<file path="config.mk">
export PLATFORM = sky130hd
export DESIGN_NAME = reg_scoreboard_flat
export DESIGN_NICKNAME = d
export VERILOG_FILES = /design/src/rtl/reg_scoreboard_pkg.sv /design/src/rtl/reg_scoreboard_if.sv /design/src/rtl/sb_counter.sv /design/src/rtl/reg_scoreboard.sv /design/src/flat_wrapper.sv
export SDC_FILE = /design/constraint.sdc
export NUM_CORES = 1
export LEC_CHECK = 0
export CAP_MARGIN = 20
export CORE_ASPECT_RATIO = 0.8
export CORE_MARGIN = 5
export CORE_UTILIZATION = 59
export DETAILED_ROUTE_END_ITERATION = 8
export GPL_TIMING_DRIVEN = 0
export PLACE_DENSITY = 0.8
export REMOVE_ABC_BUFFERS = 1
export SLEW_MARGIN = 30
export SYNTH_ARGS = -nofsm -noshare
export SYNTH_HDL_FRONTEND = slang
export SYNTH_SLANG_ARGS = --single-unit
</file>
<file path="constraint.sdc">
create_clock -name clk -period 8.4 [get_ports clk]
set_input_delay 2.1 -clock clk [delete_from_list [all_inputs] [get_ports clk]]
set_output_delay 2.1 -clock clk [all_outputs]
set_load 0.005 [all_outputs]
</file>
<file path="src/rtl/reg_scoreboard_pkg.sv">
// Shared pipeline constants for the register scoreboard: register count,
// register-index width and the hard-wired zero register.
package reg_scoreboard_pkg;

    localparam int NREG_DEF  = 32;
    localparam int REG_IDX_W = 5;
    localparam int NSLOT     = 2 ** REG_IDX_W;

    typedef logic [REG_IDX_W-1:0] reg_idx_t;

    localparam reg_idx_t ZERO_REG = '0;

endpackage

</file>
<file path="src/rtl/reg_scoreboard_if.sv">
// Issue / write-back / status bundle between decode and the register scoreboard.
interface reg_scoreboard_if;
    import reg_scoreboard_pkg::*;

    logic        iss_valid;
    reg_idx_t    iss_src1;
    reg_idx_t    iss_src2;
    logic        iss_use2;
    reg_idx_t    iss_dest;
    logic        iss_we;
    reg_idx_t    wb_dest;
    logic        wb_en;
    logic        stall;
    logic        iss_accept;
    logic        busy;
    logic [31:0] stall_cnt;

    modport master (
        output iss_valid, iss_src1, iss_src2, iss_use2, iss_dest, iss_we,
        output wb_dest, wb_en,
        input  stall, iss_accept, busy, stall_cnt
    );

    modport slave (
        input  iss_valid, iss_src1, iss_src2, iss_use2, iss_dest, iss_we,
        input  wb_dest, wb_en,
        output stall, iss_accept, busy, stall_cnt
    );

endinterface

</file>
<file path="src/rtl/sb_counter.sv">
// Per-register pending-write counter: saturating up/down, never wraps in
// either direction. value_nxt is exported so the owner can register flags from it.
module sb_counter #(
    parameter int CNT_W = 2
) (
    input  logic             clk,
    input  logic             rst,
    input  logic             inc,
    input  logic             dec,
    output logic [CNT_W-1:0] value,
    output logic [CNT_W-1:0] value_nxt
);

    localparam logic [CNT_W-1:0] CMAX = '1;

    logic dec_ok;
    logic inc_ok;

    always_comb begin
        dec_ok    = dec && (value != '0);
        // a full counter may still take an increment when a decrement lands alongside it
        inc_ok    = inc && ((value != CMAX) || dec_ok);
        value_nxt = value;
        if (inc_ok && !dec_ok) begin
            value_nxt = value + 1'b1;
        end else if (dec_ok && !inc_ok) begin
            value_nxt = value - 1'b1;
        end
    end

    always_ff @(posedge clk or posedge rst) begin
        if (rst) begin
            value <= '0;
        end else begin
            value <= value_nxt;
        end
    end

endmodule

</file>
<file path="src/rtl/reg_scoreboard.sv">
// Register scoreboard: counts in-flight writes per register and stalls issue on
// RAW hazards or a full counter. Same-cycle write-back releases the hazard.
module reg_scoreboard
    import reg_scoreboard_pkg::*;
#(
    parameter int NREG  = NREG_DEF,
    parameter int CNT_W = 2
) (
    input logic             clk,
    input logic             rst,
    reg_scoreboard_if.slave sb
);

    localparam logic [CNT_W-1:0] CMAX = '1;

    logic [CNT_W-1:0] pend     [NSLOT];
    logic [CNT_W-1:0] pend_nxt [NSLOT];
    logic [CNT_W-1:0] eff      [NSLOT];
    logic             raw_hit;
    logic             cap_hit;
    logic             stall_c;
    logic             any_nxt;
    logic             busy_q;
    logic [31:0]      stall_cnt_q;

    for (genvar r = 0; r < NSLOT; r++) begin : g_reg
        if (r == 0 || r >= NREG) begin : g_none
            assign pend[r]     = '0;
            assign pend_nxt[r] = '0;
            assign eff[r]      = '0;
        end else begin : g_cnt
            logic inc;
            logic dec;
            assign inc = sb.iss_accept && sb.iss_we && (sb.iss_dest == reg_idx_t'(r));
            assign dec = sb.wb_en && (sb.wb_dest == reg_idx_t'(r));
            // register file writes on the falling edge, so this cycle's write-back is visible
            assign eff[r] = (dec && (pend[r] != '0)) ? pend[r] - 1'b1 : pend[r];

            sb_counter #(.CNT_W(CNT_W)) u_cnt (
                .clk       (clk),
                .rst       (rst),
                .inc       (inc),
                .dec       (dec),
                .value     (pend[r]),
                .value_nxt (pend_nxt[r])
            );
        end
    end

    always_comb begin
        raw_hit = (eff[sb.iss_src1] != '0) || (sb.iss_use2 && (eff[sb.iss_src2] != '0));
        cap_hit = sb.iss_we && (sb.iss_dest != ZERO_REG) && (eff[sb.iss_dest] == CMAX);
        stall_c = !rst && sb.iss_valid && (raw_hit || cap_hit);
    end

    always_comb begin
        any_nxt = 1'b0;
        for (int r = 0; r < NSLOT; r++) begin
            any_nxt = any_nxt | (pend_nxt[r] != '0);
        end
    end

    always_ff @(posedge clk or posedge rst) begin
        if (rst) begin
            busy_q      <= 1'b0;
            stall_cnt_q <= '0;
        end else begin
            busy_q <= any_nxt;
            if (stall_c) begin
                stall_cnt_q <= stall_cnt_q + 32'd1;
            end
        end
    end

    assign sb.stall      = stall_c;
    assign sb.iss_accept = sb.iss_valid && !stall_c;
    assign sb.busy       = busy_q;
    assign sb.stall_cnt  = stall_cnt_q;

endmodule

</file>
<file path="src/flat_wrapper.sv">
// flat-port wrapper written by rule: the top's interface ports become plain ports
module reg_scoreboard_flat import reg_scoreboard_pkg::*;
#(
    parameter int NREG  = NREG_DEF,
    parameter int CNT_W = 2
)
  (clk, rst, sb_iss_valid, sb_iss_src1, sb_iss_src2, sb_iss_use2, sb_iss_dest, sb_iss_we, sb_wb_dest, sb_wb_en, sb_stall, sb_iss_accept, sb_busy, sb_stall_cnt);
  reg_scoreboard_if sb_i ();
  input logic clk;
  input logic rst;
  input wire logic [$bits(sb_i.iss_valid)-1:0] sb_iss_valid;
  input wire logic [$bits(sb_i.iss_src1)-1:0] sb_iss_src1;
  input wire logic [$bits(sb_i.iss_src2)-1:0] sb_iss_src2;
  input wire logic [$bits(sb_i.iss_use2)-1:0] sb_iss_use2;
  input wire logic [$bits(sb_i.iss_dest)-1:0] sb_iss_dest;
  input wire logic [$bits(sb_i.iss_we)-1:0] sb_iss_we;
  input wire logic [$bits(sb_i.wb_dest)-1:0] sb_wb_dest;
  input wire logic [$bits(sb_i.wb_en)-1:0] sb_wb_en;
  output wire logic [$bits(sb_i.stall)-1:0] sb_stall;
  output wire logic [$bits(sb_i.iss_accept)-1:0] sb_iss_accept;
  output wire logic [$bits(sb_i.busy)-1:0] sb_busy;
  output wire logic [$bits(sb_i.stall_cnt)-1:0] sb_stall_cnt;
  assign sb_i.iss_valid = sb_iss_valid;
  assign sb_i.iss_src1 = sb_iss_src1;
  assign sb_i.iss_src2 = sb_iss_src2;
  assign sb_i.iss_use2 = sb_iss_use2;
  assign sb_i.iss_dest = sb_iss_dest;
  assign sb_i.iss_we = sb_iss_we;
  assign sb_i.wb_dest = sb_wb_dest;
  assign sb_i.wb_en = sb_wb_en;
  assign sb_stall = sb_i.stall;
  assign sb_iss_accept = sb_i.iss_accept;
  assign sb_busy = sb_i.busy;
  assign sb_stall_cnt = sb_i.stall_cnt;
  reg_scoreboard #(.NREG(NREG), .CNT_W(CNT_W)) u_core (.clk(clk), .rst(rst), .sb(sb_i));
endmodule
</file>
# Yosys cells after proc, flatten, opt, wreduce, memory -nomap -nowiden
# Cells that the tools add are included.
word_totals:
  ff_bits: 95
  latch_bits: 0
  ramBits: 0
  mem_bits_ro: 0
  input_bits: 26
  out_inout_bits: 35
  wordCells: 683
  n_memories: 0
op_classes:
  add_sub_neg: 63
  n_mul: 0
  div: 0
  n_lt_le_gt_ge: 3
  n_eq_ne: 94
  shift: 0
  muxes: 102
  n_bitwise: 33
  reduce_logical: 355
ops:
  columns: ["operator", "count"]
  rows:
  - ["$mux W2", 99]
  - ["$logic_and A1 B1 Y1", 193]
  - ["$eq A5 B5 Y1 const B", 32]
  - ["$reduce_bool A2 Y1", 64]
  - ["$eq A5 B4 Y1 const B", 16]
  - ["$logic_not A1 Y1", 64]
  - ["$add A2 B1 Y2 const B", 31]
  - ["$ne A2 B2 Y1 const B", 31]
  - ["$sub A2 B1 Y2 const B", 31]
  - ["$eq A5 B3 Y1 const B", 8]
  - ["$logic_or A1 B1 Y1", 33]
  - ["$add A32 B1 Y32 const B", 1]
  - ["$bmux W2 S5", 3]
  - ["$or A1 B1 Y1", 30]
  - ["$eq A5 B2 Y1 const B", 4]
  - ["$ge A6 B6 Y1 const B", 3]
  - ["$not A5 Y6", 3]
  - ["$eq A5 B1 Y1 const B", 2]
  - ["$reduce_bool A5 Y1", 1]
  - ["$eq A2 B2 Y1 const B", 1]

# Logic depth before layout (Yosys ltp)
logic_depth:
  depth_word: 52
  mapped_depth: 20
  ltp_nobuf: 16

# By module
# Synthesis repeated with hierarchy kept, for this count alone.
hier_totals:
  cells_unflattened: 1239
  hier_area_um2: 10040.9
modules_own_cells:
  columns: ["mod", "n_inst", "cells_per_inst", "area_each_um2", "seq_area_each_um2"]
  rows:
  - ["reg_scoreboard", 1, 774, 5541.6, 825.8]
  - ["sb_counter", 31, 15, 145.1, 50.0]

# Worst setup path before layout
# No wires, ideal clock.
synth_path:
  path_kind: "in2reg"
  from: "input rst"
  to: "register u_core.busy_q, in the netlist u_core.sb.busy"
  setup_time_ns: 0.139
  t_arrival_ns: 7.316
  required_time_ns: 8.261
  path_slack_ns: 0.945
  cell_stages: 9
  path_buffers: 1
  cell_sequence: "clkinv_1 -> a211o_2 -> buf_6 -> nor4_1 -> nor2_2 -> xnor2_1 -> or4_1 -> or4_1 -> or4_1"
synth_via:
  elab_cells_between_ends: 284
  cone_classes: "62 x mux; 30 x bitwise; 192 x reduce/logical"
synth_rtl:
  columns: ["element", "line_no", "source"]
  rows:
  - ["start: declaration", "flat_wrapper.sv:10", "input logic rst;"]
  - ["$logic_not A1 Y1 *", "reg_scoreboard.sv:53", "stall_c = !rst && sb.iss_valid && (raw_hit || cap_hit);"]
  - ["$logic_and A1 B1 Y1 * (2 in a row)", "reg_scoreboard.sv:53", null]
  - ["$logic_not A1 Y1 *", "reg_scoreboard.sv:76", "assign sb.iss_accept = sb.iss_valid && !stall_c;"]
  - ["$logic_and A1 B1 Y1 *", "reg_scoreboard.sv:76", null]
  - ["$logic_and A1 B1 Y1 * (2 in a row)", "reg_scoreboard.sv:34", "assign inc = sb.iss_accept && sb.iss_we && (sb.iss_dest == reg_idx_t'(r));"]
  - ["$logic_and A1 B1 Y1 *", "sb_counter.sv:22", "inc_ok = inc && ((value != CMAX) || dec_ok);"]
  - ["$logic_not A1 Y1", "sb_counter.sv:26", "end else if (dec_ok && !inc_ok) begin"]
  - ["$logic_and A1 B1 Y1", "sb_counter.sv:26", null]
  - ["$mux W2", "sb_counter.sv:26", null]
  - ["$mux W2 *", "sb_counter.sv:24", "if (inc_ok && !dec_ok) begin"]
  - ["net u_core.g_reg[25].g_cnt.u_cnt.value_nxt[0]", "sb_counter.sv:11", "output logic [CNT_W-1:0] value_nxt"]
  - ["$reduce_bool A2 Y1 *", "reg_scoreboard.sv:59", "any_nxt = any_nxt | (pend_nxt[r] != '0);"]
  - ["$or A1 B1 Y1 * (7 in a row)", "reg_scoreboard.sv:59", null]
  - ["net u_core.any_nxt", "reg_scoreboard.sv:22", "logic any_nxt;"]
  - ["end signal: assignment", "reg_scoreboard.sv:68", "busy_q <= any_nxt;"]
  - ["end: declaration", "reg_scoreboard.sv:23", "logic busy_q;"]
# The timed path passes the listed nets; every way through them passes the cells marked *.
# A chain may end at the register's enable or synchronous reset.

# Worst setup path in the final report
layout_path:
  from: "input sb_wb_dest[4]"
  to: "register u_core.busy_q, in the netlist u_core.sb.busy"
layout_via:
  elab_chain_cells: 52
  elab_cells_between_ends: 484
  cone_classes: "32 x eq/ne; 102 x mux; 30 x bitwise; 320 x reduce/logical"
layout_rtl:
  columns: ["element", "line_no", "source"]
  rows:
  - ["start: declaration", "flat_wrapper.sv:17", "input wire logic [$bits(sb_i.wb_dest)-1:0] sb_wb_dest;"]
  - ["$eq A5 B5 Y1 (tied with other cells)", "reg_scoreboard.sv:35", "assign dec = sb.wb_en && (sb.wb_dest == reg_idx_t'(r));"]
  - ["$logic_and A1 B1 Y1", "reg_scoreboard.sv:35", null]
  - ["$logic_and A1 B1 Y1", "sb_counter.sv:20, reg_scoreboard.sv:37", null]
  - ["$mux W2", "reg_scoreboard.sv:37", "assign eff[r] = (dec && (pend[r] != '0)) ? pend[r] - 1'b1 : pend[r];"]
  - ["$bmux W2 S5", "reg_scoreboard.sv:51", "raw_hit = (eff[sb.iss_src1] != '0) || (sb.iss_use2 && (eff[sb.iss_src2] != '0));"]
  - ["$mux W2 (not written as such) (2 in a row)", "reg_scoreboard.sv:51", null]
  - ["$reduce_bool A2 Y1", "reg_scoreboard.sv:51", null]
  - ["$logic_and A1 B1 Y1", "reg_scoreboard.sv:51", null]
  - ["[... 8 more ...]", null, null]
  - ["$logic_not A1 Y1", "sb_counter.sv:26", null]
  - ["$logic_and A1 B1 Y1", "sb_counter.sv:26", null]
  - ["$mux W2", "sb_counter.sv:26", null]
  - ["$mux W2", "sb_counter.sv:24", null]
  - ["$reduce_bool A2 Y1", "reg_scoreboard.sv:59", null]
  - ["$or A1 B1 Y1 (29 in a row)", "reg_scoreboard.sv:59", null]
  - ["$or A1 B1 Y1 *", "reg_scoreboard.sv:59", null]
  - ["net u_core.any_nxt", "reg_scoreboard.sv:22", null]
# The timed path passes the listed nets; every way through them passes the cells marked *. The select of a mux whose other input is x is not followed.

==> results_dict.tcl <==
set metrics [dict create \
    status "finished with violations" \
    violations "negative setup slack" \
    grt_pass1_wl_mm 49.4 \
    cts_hold_buf 0 \
    core-area_um2 15800 \
    yosysUniqueCellTypes 97 \
    net-switching-power_mw 1.21 \
    fill_cells 1337 \
    end_kind "register" \
    p_sw_share_pct 47.8 \
    clkSinkCount 95 \
    holdWs_ps 491 \
    synth_compound_area_share_pct 25.6 \
    timing.fmax_mhz 118 \
    dieArea_um2 18700 \
    die_w_um 152 \
    dp_worst_setup_slack_ps -1030 \
    drv_slew 0 \
    tritoncts "yes" \
    synth_simple_gate_area_share_pct 26.8 \
    layout_worst_path_cycle_share_pct 101 \
    tightestPinTransition_ps 1020 \
    h-tree-depth 3 \
    antenna_found_initial 1 \
    synth_ff_type "dfrtp_1" \
    vias 10000 \
    syn_inst 1163 \
    hpwl_mm 23.8 \
    viasPerCell 7.15 \
    vdd_ir_drop_max_uv 158 \
    setup_tns_ps -112 \
    p_clk_share_pct 15.6 \
    drcViolationCount 0 \
    finalNonFillerCells 1405 \
    wl_mm 32.1 \
    power.internal_mw 1.32 \
    dpl.cell_count 1388 \
    cts.reportedPaths.clkPinSlew_ps 70 \
    place_congestion 1.07 \
    cap_violations 0 \
    synth_xor_area_share_pct 6.00 \
    hold_viol_final 0 \
    p_per_area_nw_per_um2 240 \
    cts_root_buf "clkbuf_16" \
    rsz0062_at_grt "no" \
    finalCriticalPeriod_ps 8470 \
    portBuffers 60 \
    cp.arrival_ps 8690 \
    leakage_nw 3.97 \
    ys_warn_count 0 \
    netlist_area_um2 9490 \
    seq_area_um2 2380 \
    drt_iter0_drc 1483 \
    design_area_um2 10600 \
    synth_top_family_by_area "simple AND/OR/NAND/NOR gates" \
    p_total_mw 2.53 \
    grt_max_degree 58 \
    worstSetupStartpointType "input port" \
    grt_use_total_pct 34.1 \
    muxShareOfSynthArea_pct 2.70 \
    num_rows 41 \
    syn-mean-instance-area_um2 8.16 \
    areaGrowthSynthToFinish_pct 11.2 \
    path_class "in2reg" \
    final_core_util_pct 66.8 \
    ys_ff_latch 95 \
    cts_buffer_depth 2 \
    overflow 0 \
    antenna_left 0 \
    synthArstFlopShare_pct 100 \
    die_h_um 123 \
    dr.pass1.iters 6 \
    maxSlewHeadroom_pct 32.0 \
    multi_input_area_um2 6690 \
    place_area_um2 10200 \
    fin_worst_skew_ps 10.3 \
    seqPwrFrac_pct 31.3 \
    drive_above_1_share_pct 7.56 \
    setup_viol 2 \
    hp-class "reg2reg" \
    wl_per_cell_um 22.8 \
    synth_edf_count 0 \
    antenna_cells 0 \
    setup_slack_ps -66.5 \
    synthAdderAreaFrac_pct 8.31 \
    io_pins 61 \
    required_ps 8620 \
    worst-path-max-fanout 19 \
    worstSkewPairLatency_ps 360 \
    pwr-share-comb_pct 53.1 \
    synth_seq_area_share_pct 25.1 \
    grt_pass1_vias 9089 \
    nNetsFinal 1276 \
    cts_made_buffers 9 \
    start_util_pct 60.0 \
]
==> logic make-up after synthesis <==
kind of cell	count (synthesis)
adders and majority gates	63
muxes	20
and+or+nand+nor	458
xor gates and xnor gates	65
buffers and inverters	128
DFF	95
AOI/OAI and AO/OA	334
==> power by group through the flow <==
stage	logic, mW	registers [mW]	clock network (mW)
5_1_grt	1.46	0.818	0.414
2_1_floorplan	0.928	0.743	0
4_1_cts	1.29	0.783	0.395
6_report	1.34	0.792	0.394
3_5_place_dp	1.28	0.790	0
3_3_place_gp	1.24	0.785	0
==> placed cells by master, fill, tap and decap left out, types with 17 or more instances in the layout <==
| cell | n |
|---|---|
| a21oi_1 | 41 |
| and3_1 | 18 |
| clkdlybuf4s50_1 | 54 |
| dfrtp_1 | 95 |
| ha_1 | 63 |
| inv_1 | 73 |
| nand2_1 | 79 |
| nand3_1 | 33 |
| nor2_1 | 89 |
| nor3_1 | 54 |
| nor4_1 | 31 |
| o211ai_1 | 20 |
| o21ai_0 | 66 |
| or3_1 | 32 |
| or4_1 | 17 |
| xnor2_1 | 61 |
==> state kept, by name, summed over array words and instances (netlist names) <==
register and flops:
u_core.g.g_cnt.u_cnt.value 62, u_core.sb.stall_cnt 32, u_core.sb.busy 1
==> area by class of cell <==
| class | count | share of cell area [%] |
|---|---|---|
| multi-input combinational | 940 | 63.4 |
| clock buffer | 9 | 2.13 |
| clock inverter | 5 | 0.332 |
| inverter | 76 | 2.75 |
| timing repair buffer | 65 | 6.27 |
| tap | 215 | 2.55 |
| sequential | 95 | 22.5 |
==> what timing repair did <==
item / CTS / global route
setup buffers: 0 / 2
endpoints found under the setup margin: 3 / 3
gates resized for setup: 22 / 14
pin swaps: 0 / 1
==> final timing paths <==
check | startpoint | to | slack [ps] | cells after the start
worst max register to register | u_core.g_reg[29].g_cnt.u_cnt.value[0] | u_core.sb.busy | 1860 | 16
worst min register to register | u_core.sb.stall_cnt[23] | u_core.sb.stall_cnt[23] | 490 | 1
max in group asynchronous | rst | u_core.g_reg[22].g_cnt.u_cnt.value[1] | 5190 | 3
worst max-delay path | sb_wb_dest[4] | u_core.sb.busy | -70 | 16
worst min-delay path | u_core.sb.stall_cnt[23] | u_core.sb.stall_cnt[23] | 490 | 1
min in group asynchronous | rst | u_core.g_reg[10].g_cnt.u_cnt.value[1] | 2510 | 2
==> cell usage after synthesis (31+ instances only) <==
cell | number | area, um2
or3_1 | 32 | 200
nor3_1 | 56 | 280
nand2_1 | 80 | 300
inv_1 | 73 | 274
nor2_1 | 93 | 349
xnor2_1 | 61 | 534
a21oi_1 | 42 | 210
o21ai_0 | 66 | 330
dfrtp_1 | 95 | 2380
nor4_1 | 31 | 194
ha_1 | 63 | 788
nand3_1 | 33 | 165
==> routing by layer <==
layer | vias up | GRT usage (%) | wire length, um
met4 | 2 | 11.6 | 1260
li1 | 4502 | - | -
met2 | 662 | 49.1 | 13100
met5 | - | 0 | 13
met1 | 4739 | 47.1 | 12900
met3 | 140 | 13.1 | 4710
==> critical path: stages <==
cell	delay [ps]
dlygate4sd2_1	660
nand4b_2	430
or3_1	480
o311ai_0	500
nand4_1	200
nor4_1	390
o21ai_1	270
o2111a_2	290
o211ai_4	540
buf_8	250
nor4_1	90
or3_1	370
a2111oi_2	540
nand4_1	320
or4_1	670
or4_1	560
No activity file was read; power rests on OpenSTA's default activity.
